==> src/rtl/alu_pkg.sv <==
// Shared ALU encodings: sequencer states, add/subtract mode and the signed-overflow rule.
package alu_pkg;

    typedef enum logic [1:0] {
        IDLE = 2'd0,
        RUN  = 2'd1,
        DONE = 2'd2
    } state_e;

    localparam logic MODE_SUB = 1'b0;
    localparam logic MODE_ADD = 1'b1;

    // Overflow needs the operand MSBs as they were at load time, not the shifted-out copies.
    function automatic logic signed_ovf(input logic mode,
                                        input logic a_msb,
                                        input logic b_msb,
                                        input logic r_msb);
        logic ovf;
        if (mode == MODE_ADD) begin
            ovf = (a_msb == b_msb) && (r_msb != a_msb);
        end else begin
            ovf = (a_msb != b_msb) && (r_msb != a_msb);
        end
        return ovf;
    endfunction

endpackage

==> src/rtl/digit_addsub.sv <==
// Combinational DIGIT-bit ripple of full-adder / full-subtractor cells, LSB first.
module digit_addsub
    import alu_pkg::*;
#(
    parameter int DIGIT = 1
) (
    input  logic [DIGIT-1:0] x,
    input  logic [DIGIT-1:0] y,
    input  logic             cin,
    input  logic             mode,
    output logic [DIGIT-1:0] out,
    output logic             cout
);

    logic [DIGIT:0] chain_s;

    // Ripple the carry/borrow through the digit; chain_s[0] is the registered chain bit.
    always_comb begin
        chain_s    = '0;
        out        = '0;
        chain_s[0] = cin;
        for (int i = 0; i < DIGIT; i++) begin
            out[i] = x[i] ^ y[i] ^ chain_s[i];
            if (mode == MODE_ADD) begin
                chain_s[i+1] = (x[i] & y[i]) | (y[i] & chain_s[i]) | (x[i] & chain_s[i]);
            end else begin
                chain_s[i+1] = (~x[i] & y[i]) | (y[i] & chain_s[i]) | (~x[i] & chain_s[i]);
            end
        end
    end

    assign cout = chain_s[DIGIT];

endmodule

==> src/rtl/serial_addsub.sv <==
// Digit-serial add/subtract: WIDTH/DIGIT cycles per operation, carry/borrow chain held in a register.
module serial_addsub
    import alu_pkg::*;
#(
    parameter int WIDTH = 8,
    parameter int DIGIT = 1
) (
    input  logic             clk,
    input  logic             rst,
    input  logic             start,
    input  logic             mode,
    input  logic [WIDTH-1:0] a,
    input  logic [WIDTH-1:0] b,
    input  logic             bin,
    output logic             busy,
    output logic             done,
    output logic [WIDTH-1:0] result,
    output logic             bout,
    output logic             ovf,
    output logic             zero
);

    localparam int N  = (DIGIT > 0) ? (WIDTH / DIGIT) : 1;
    localparam int CW = (N > 1) ? $clog2(N) : 1;
    localparam logic [CW-1:0] LAST = CW'(N - 1);

    generate
        if (DIGIT < 1) begin : g_bad_digit
            $error("serial_addsub: DIGIT must be at least 1");
        end else if ((WIDTH % DIGIT) != 0) begin : g_bad_width
            $error("serial_addsub: WIDTH must be a multiple of DIGIT");
        end
    endgenerate

    state_e           state_q;
    logic [CW-1:0]    cnt_q;
    logic [WIDTH-1:0] a_sh_q;
    logic [WIDTH-1:0] b_sh_q;
    logic [WIDTH-1:0] res_sh_q;
    logic             chain_q;
    logic             mode_q;
    logic             a_msb_q;
    logic             b_msb_q;

    logic [DIGIT-1:0] digit_d;
    logic             chain_d;
    logic [WIDTH-1:0] res_d;
    logic             accept_s;

    digit_addsub #(
        .DIGIT (DIGIT)
    ) u_digit (
        .x    (a_sh_q[DIGIT-1:0]),
        .y    (b_sh_q[DIGIT-1:0]),
        .cin  (chain_q),
        .mode (mode_q),
        .out  (digit_d),
        .cout (chain_d)
    );

    // New digit enters from the MSB side so the first digit ends up at the bottom after N shifts.
    assign res_d = WIDTH'({digit_d, res_sh_q} >> DIGIT);

    // A request is only honoured when no operation is in flight.
    always_comb begin
        if (start && ((state_q == IDLE) || (state_q == DONE))) begin
            accept_s = 1'b1;
        end else begin
            accept_s = 1'b0;
        end
    end

    // Sequencer, operand/result shifters and registered outputs.
    always_ff @(posedge clk or posedge rst) begin
        if (rst) begin
            state_q  <= IDLE;
            cnt_q    <= '0;
            a_sh_q   <= '0;
            b_sh_q   <= '0;
            res_sh_q <= '0;
            chain_q  <= 1'b0;
            mode_q   <= 1'b0;
            a_msb_q  <= 1'b0;
            b_msb_q  <= 1'b0;
            busy     <= 1'b0;
            done     <= 1'b0;
            result   <= '0;
            bout     <= 1'b0;
            ovf      <= 1'b0;
            zero     <= 1'b0;
        end else begin
            done <= 1'b0;
            if (accept_s) begin
                state_q  <= RUN;
                busy     <= 1'b1;
                a_sh_q   <= a;
                b_sh_q   <= b;
                a_msb_q  <= a[WIDTH-1];
                b_msb_q  <= b[WIDTH-1];
                mode_q   <= mode;
                chain_q  <= bin;
                cnt_q    <= '0;
                res_sh_q <= '0;
            end else begin
                case (state_q)
                    IDLE: begin
                        state_q <= IDLE;
                    end
                    RUN: begin
                        a_sh_q   <= a_sh_q >> DIGIT;
                        b_sh_q   <= b_sh_q >> DIGIT;
                        res_sh_q <= res_d;
                        chain_q  <= chain_d;
                        if (cnt_q == LAST) begin
                            state_q <= DONE;
                            cnt_q   <= '0;
                            busy    <= 1'b0;
                            done    <= 1'b1;
                            result  <= res_d;
                            bout    <= chain_d;
                            ovf     <= signed_ovf(mode_q, a_msb_q, b_msb_q, res_d[WIDTH-1]);
                            zero    <= ~|res_d;
                        end else begin
                            cnt_q <= cnt_q + CW'(1);
                        end
                    end
                    DONE: begin
                        state_q <= IDLE;
                    end
                    default: begin
                        state_q <= IDLE;
                        busy    <= 1'b0;
                    end
                endcase
            end
        end
    end

endmodule

==> config.mk <==
export PLATFORM = sky130hd
export DESIGN_NAME = serial_addsub
export DESIGN_NICKNAME = d
export VERILOG_FILES = /design/src/rtl/alu_pkg.sv /design/src/rtl/digit_addsub.sv /design/src/rtl/serial_addsub.sv
export SDC_FILE = /design/constraint.sdc
export NUM_CORES = 1
export LEC_CHECK = 0
export ABC_AREA = 1
export BUFFER_PORTS_ARGS = -buffer_cell sky130_fd_sc_hd__buf_2
export CORE_ASPECT_RATIO = 1.25
export CORE_MARGIN = 2
export CORE_UTILIZATION = 50
export DETAILED_ROUTE_END_ITERATION = 10
export PLACE_DENSITY = 0.73
export SYNTH_ARGS = -nofsm -noshare
export SYNTH_HDL_FRONTEND = slang
export SYNTH_SLANG_ARGS = --single-unit
export TNS_END_PERCENT = 50
==> constraint.sdc <==
create_clock -name clk -period 3 [get_ports clk]
set_input_delay 0.15 -clock clk [delete_from_list [all_inputs] [get_ports clk]]
set_output_delay 0.15 -clock clk [all_outputs]
set_load 0.01 [all_outputs]
# [After elaboration in Yosys (flattened, before gate mapping)]
# Index checks and enable logic that the tools add are counted.
[word_totals] ff_bits=46 inputBits=21 out_inout_bits=13 wordCells=71
[op_classes] n_addsub=1 eq_ne=8 muxes=23 bitwise=13 n_reduce_logical=11
[ops] cell="8-bit two-way mux" count=6
[ops] cell="1-bit two-way mux" count=10
[ops] cell="3-bit two-way mux" count=3
[ops] cell="8-bit OR reduction" count=1
[ops] cell="2-bit two-way mux" count=3
[ops] cell="1-bit AND" count=5
[ops] cell="1-bit OR" count=4
[ops] cell="3-bit by 1-bit adder with 3-bit output (second input constant)" count=1
[ops] cell="3-bit equality test (second input constant)" count=1
[ops] cell="1-bit logical AND" count=3
[ops] cell="3-bit != test (second input constant)" count=1
[ops] cell="3-bit AND reduction" count=1
[ops] cell="2-bit by 1-bit equality test with 1-bit output (second input constant)" count=1
[ops] cell="2-bit equality test (second input constant)" count=1
[ops] cell="2-bit zero test" count=1
[ops] cell="1-bit != test" count=2
[ops] cell="2-bit by 1-bit != test with 1-bit output (second input constant)" count=1
[ops] cell="1-bit inverter" count=2
[ops] cell="1-bit case mux with 2 select lines" count=1
[ops] cell="2-bit AND reduction" count=1
[ops] cell="2-bit nonzero test" count=1
[ops] cell="2-bit OR reduction" count=1
[ops] cell="1-bit bitwise XOR" count=2
[ops] cell="1-bit equality test" count=1
[ops] cell="other kinds (2)" count=2

# [Longest topological paths before layout]
[depth] depth_word=7 depth_mapped=7 ltp_nobuf=7

# [Hierarchy]
# Synthesis repeated with hierarchy kept, for this count alone.
[hier_totals] cells_unflattened=217 area_unflattened_um2=1931.9
[modules_own_cells] module="serial_addsub" n_inst=1 cells_each=209 area_per_inst_um2=1869.3 seq_area_each_um2=1126.1
[modules_own_cells] module="digit_addsub" n_inst=1 cells_each=8 area_per_inst_um2=62.6 seq_area_each_um2=0.0

# [Least setup slack after synthesis]
# Ideal clock, no wire load.
[synth_timing] path_kind="register -> register" start="register chain_q" end="register zero" setup_ps=65 t_arrival_ps=1277 required_time_ps=2935 slack_ps=1658 path_stages_with_launch=6 n_path_buf=0 period_less_slack_ps=1342 cell_sequence="dfrtp_1 fa_1 nand3_1 nor2_1 nand2_1 nand2_1"
[synth_via] elab_chain_cells=3
[synth_rtl] item="start, declared" line="serial_addsub.sv:40" text="logic chain_q;"
[synth_rtl] item="start signal, assigned" line="serial_addsub.sv:101" text="chain_q <= bin;"
[synth_rtl] item="start signal, assigned" line="serial_addsub.sv:113" text="chain_q <= chain_d;"
[synth_rtl] item="1-bit bitwise XOR" line="digit_addsub.sv:23" text="out[i] = x[i] ^ y[i] ^ chain_s[i];"
[synth_rtl] item="8-bit OR reduction" line="serial_addsub.sv:122" text="zero <= ~|res_d;"
[synth_rtl] item="1-bit zero test" line="serial_addsub.sv:122"
[synth_rtl] item="end signal, assigned" line="serial_addsub.sv:122"
[synth_rtl] item="end, declared" line="serial_addsub.sv:20" text="output logic zero"
# No other way between the ends.
# A chain may end at the register's enable or synchronous reset.

# [Worst setup path after layout]
[layout_timing] start="register cnt_q[0]" end="register result[0]"
[layout_via] elab_chain_cells=2
[layout_rtl] item="start, declared" line="serial_addsub.sv:36" text="logic [CW-1:0] cnt_q;"
[layout_rtl] item="start signal, assigned" line="serial_addsub.sv:124" text="cnt_q <= cnt_q + CW'(1);"
[layout_rtl] item="3-bit equality test" line="serial_addsub.sv:114" text="if (cnt_q == LAST) begin"
[layout_rtl] item="3-bit AND reduction (no source line)"
[layout_rtl] item="end signal, assigned" line="serial_addsub.sv:119" text="result <= res_d;"
[layout_rtl] item="end, declared" line="serial_addsub.sv:17" text="output logic [WIDTH-1:0] result,"
# No other way between the ends.

==> results.yml <==
cts:
  clockRootBuffer: "clkbuf_8"
  post_cts_buffers: 0
  cts_resized: 0
  cts_buffers: 5
  clock_path_buffers: 2
  cts_max_level: 2
  hold_buffers: 1
  clkTransAtPathRegs_ns: 0.07
  cts_tree: "done"
  cts_sinks: 45
  clk_latency_ns: 0.29
synthesis:
  synth.avg_cell_area_um2: 8.93
  syn_area_um2: 1920
  synth.distinct_cells: 18
  ys_ff_latch: 45
  synth.largest_area_cell: "dfrtp_1"
  ys_seq_area_share_pct: 58.6
  yosys_warnings: 0
  syn_nets: 240
  netlist_instances: 215
  yosys.area.top_type_share_pct: 58.6
  synth_area_leaders: "dfrtp_1 (59%), nand2_1 (17%), nand3_1 (5.5%), inv_1 (4.1%), o21ai_0 (3.1%)"
global_routing:
  grt_pass1_vias: 1385
  grt_remaining_overflow: 0
  grt_pass1_wl_mm: 5.89
  grt_max_degree: 46
  grt.total_usage_pct: 18.2
  grt_antenna_before_repair: 0
pwr:
  leakage_uw: 0.00119
  pwr-share-seq_pct: 45.6
  p_clk_share_pct: 16.1
  peakVddDrop_v: 0.000419
  p_switching_uw: 870
  internal-power_uw: 1390
  power_frac_comb_pct: 38.3
  cellPowerDensity_nw_per_um2: 1030
  switching_share_pct: 38.5
run:
  cap_violations: 0
final_layout:
  final_cell_count_no_fill: 290
  final_cell_mix: "nand2_1 (85), dfrtp_1 (45), buf_2 (33), nand3_1 (21), inv_1 (20)"
  multi_input_area_um2: 649
  drive_above_1_share_pct: 18.0
  regArea_um2: 1130
  fill_cells: 350
  mostFrequentLayoutCell: "nand2_1"
  syn_to_final_growth_pct: 13.7
  fin_nets: 275
  antenna_cells: 0
floorplanning:
  rows: 25
  die_height_um: 73.3
  num_io_pins: 34
  start_util_pct: 51.6
  coreArea_um2: 3720
  die_w_um: 59.4
  die_area_um2: 4360
timing:
  maxSlewHeadroom_pct: 53.5
  finalClockSkew_ns: 0.00231
  setup_violations: 0
  setup_tns_ns: 0
  rsz0062_at_grt: "no"
  finalHoldViolations: 0
  setup_slack_ns: 1.30
  min_period_ns: 1.70
  timing.final.crit_share_pct: 56.6
  tightestPinTransition_ns: 0.695
  drv_slew: 0
  fmax_mhz: 589
placement:
  dp_slack_ns: 1.31
  place_inst: 282
  dpl.hpwl_mm: 2.34
  portBuffers: 33
  gp_congestion: 0.818
worst_setup_path:
  crit_path_end_kind: "register"
  start_kind: "register"
  cpMaxStageDelayCell: "nand3_1"
  critPathKind: "register to register"
  crit_top_cell: "ha_1"
  regToRegSetupSlack_ns: 1.30
  critical_path_arrival_ns: 1.85
  path_cells: "ha_1, ha_1, nand3_1, nor2_1, a21oi_1"
  critPathTopFamily: "simple AND/OR/NAND/NOR gates"
  cp_num_buf_inv: 0
  cp_max_fo: 22
  crit_path_max_incr_delay_ns: 0.50
  crit_required_ns: 3.15
route:
  wire_per_inst_um: 11.5
  first_iter_violations: 66
  dr.pass1.iters: 4
  drc: 0
  vias: 1414
  viasPerCell: 4.88
  wl_mm: 3.35
  drtAntennaViolNets: 0
outcome:
  status: "completed"
worst_hold_path:
  hp-class: "input pin to register"
-- sequential cells by signal, indices dropped and copies added, names as in the netlist, 2 cells and up --
register and flops:
a_sh_q 8, res_sh_q 7, state_q 2, b_sh_q 8, result 8, cnt_q 3
-- worst register-to-register path: cells and delay by family (launching register included) --
kind / cells / cell delay (ns)
adder cells (fa/ha/maj): 2 / 0.31
AND/OR/NAND/NOR: 2 / 0.81
AO/OA/AOI/OAI: 1 / 0.07
flip-flops: 1 / 0.37
-- power groups by stage --
| stage | Combinational (uW) | Clock, uW | Sequential, uW |
|---|---|---|---|
| finish | 866 | 363 | 1030 |
| global route | 1010 | 402 | 1060 |
| CTS | 890 | 379 | 1030 |
| detailed placement | 889 | 0 | 1040 |
| global placement | 860 | 0 | 1030 |
| floorplan | 661 | 0 | 1050 |
-- Yosys cell counts --
master / count
buf_2: 3
nand2_2: 2
inv_1: 21
nand2_4: 1
a21oi_1: 1
nand2_1: 85
nor2_1: 5
o22ai_1: 6
o21ai_1: 3
nand3_1: 21
buf_6: 3
o21ai_0: 12
buf_4: 1
ha_1: 2
inv_2: 1
inv_4: 1
fa_1: 2
dfrtp_1: 45
-- kinds of logic (layout without fill, tap and decap cells) --
kind of cell | after synthesis | count (layout) | share of synthesized area (%)
compound gates | 22 | 22 | 6.12
fa+ha+maj | 4 | 4 | 3.39
buf+inv | 30 | 65 | 7.56
flops | 45 | 45 | 58.6
simple gates | 114 | 114 | 24.3
-- stage by stage --
step                util (%)  hold WS [ns]  cell area (um2)  power (uW)
global placement        56.1         0.313             2090        1890
CTS                     58.7        0.0637             2180        2300
finish                  58.7        0.0700             2180        2260
floorplan                  -         0.277             1920        1710
global route            58.7        0.0762             2180        2480
detailed placement      56.1         0.317             2090        1930
-- area by class of cell --
cell class / instances / share of cell area, %
Sequential cell: 45 / 51.6
Timing Repair Buffer: 35 / 8.37
Inverter: 23 / 4.07
Tap cell: 40 / 2.29
Multi-Input combinational cell: 140 / 29.7
Clock buffer: 7 / 3.95
-- path summary, 6_finish.rpt --
path	start	cells past startpoint	to
worst max-delay path	cnt_q[0]$_DFFE_PP0P_	5	result[0]$_DFFE_PP0P_
worst min-delay path	b[5]	3	b_sh_q[5]$_DFFE_PP0P_
worst max register to register	cnt_q[0]$_DFFE_PP0P_	5	result[0]$_DFFE_PP0P_
worst min register to register	busy$_DFFE_PP0P_	2	busy$_DFFE_PP0P_
max in group asynchronous	rst	4	a_sh_q[7]$_DFFE_PP0P_
min in group asynchronous	rst	4	result[7]$_DFFE_PP0P_
-- metal layers --
metal / wire length (um) / share of wire, % / up-vias / track usage (%)
li1: - / - / 734 / -
met1: 1550 / 46 / 642 / 20.9
met2: 1580 / 47 / 29 / 29.5
met3: 119 / 3.6 / 9 / 3.70
met4: 101 / 3.0 / 0 / 13.4
met5: 0 / 0 / - / 0
Power figures use the tool's default switching activity.
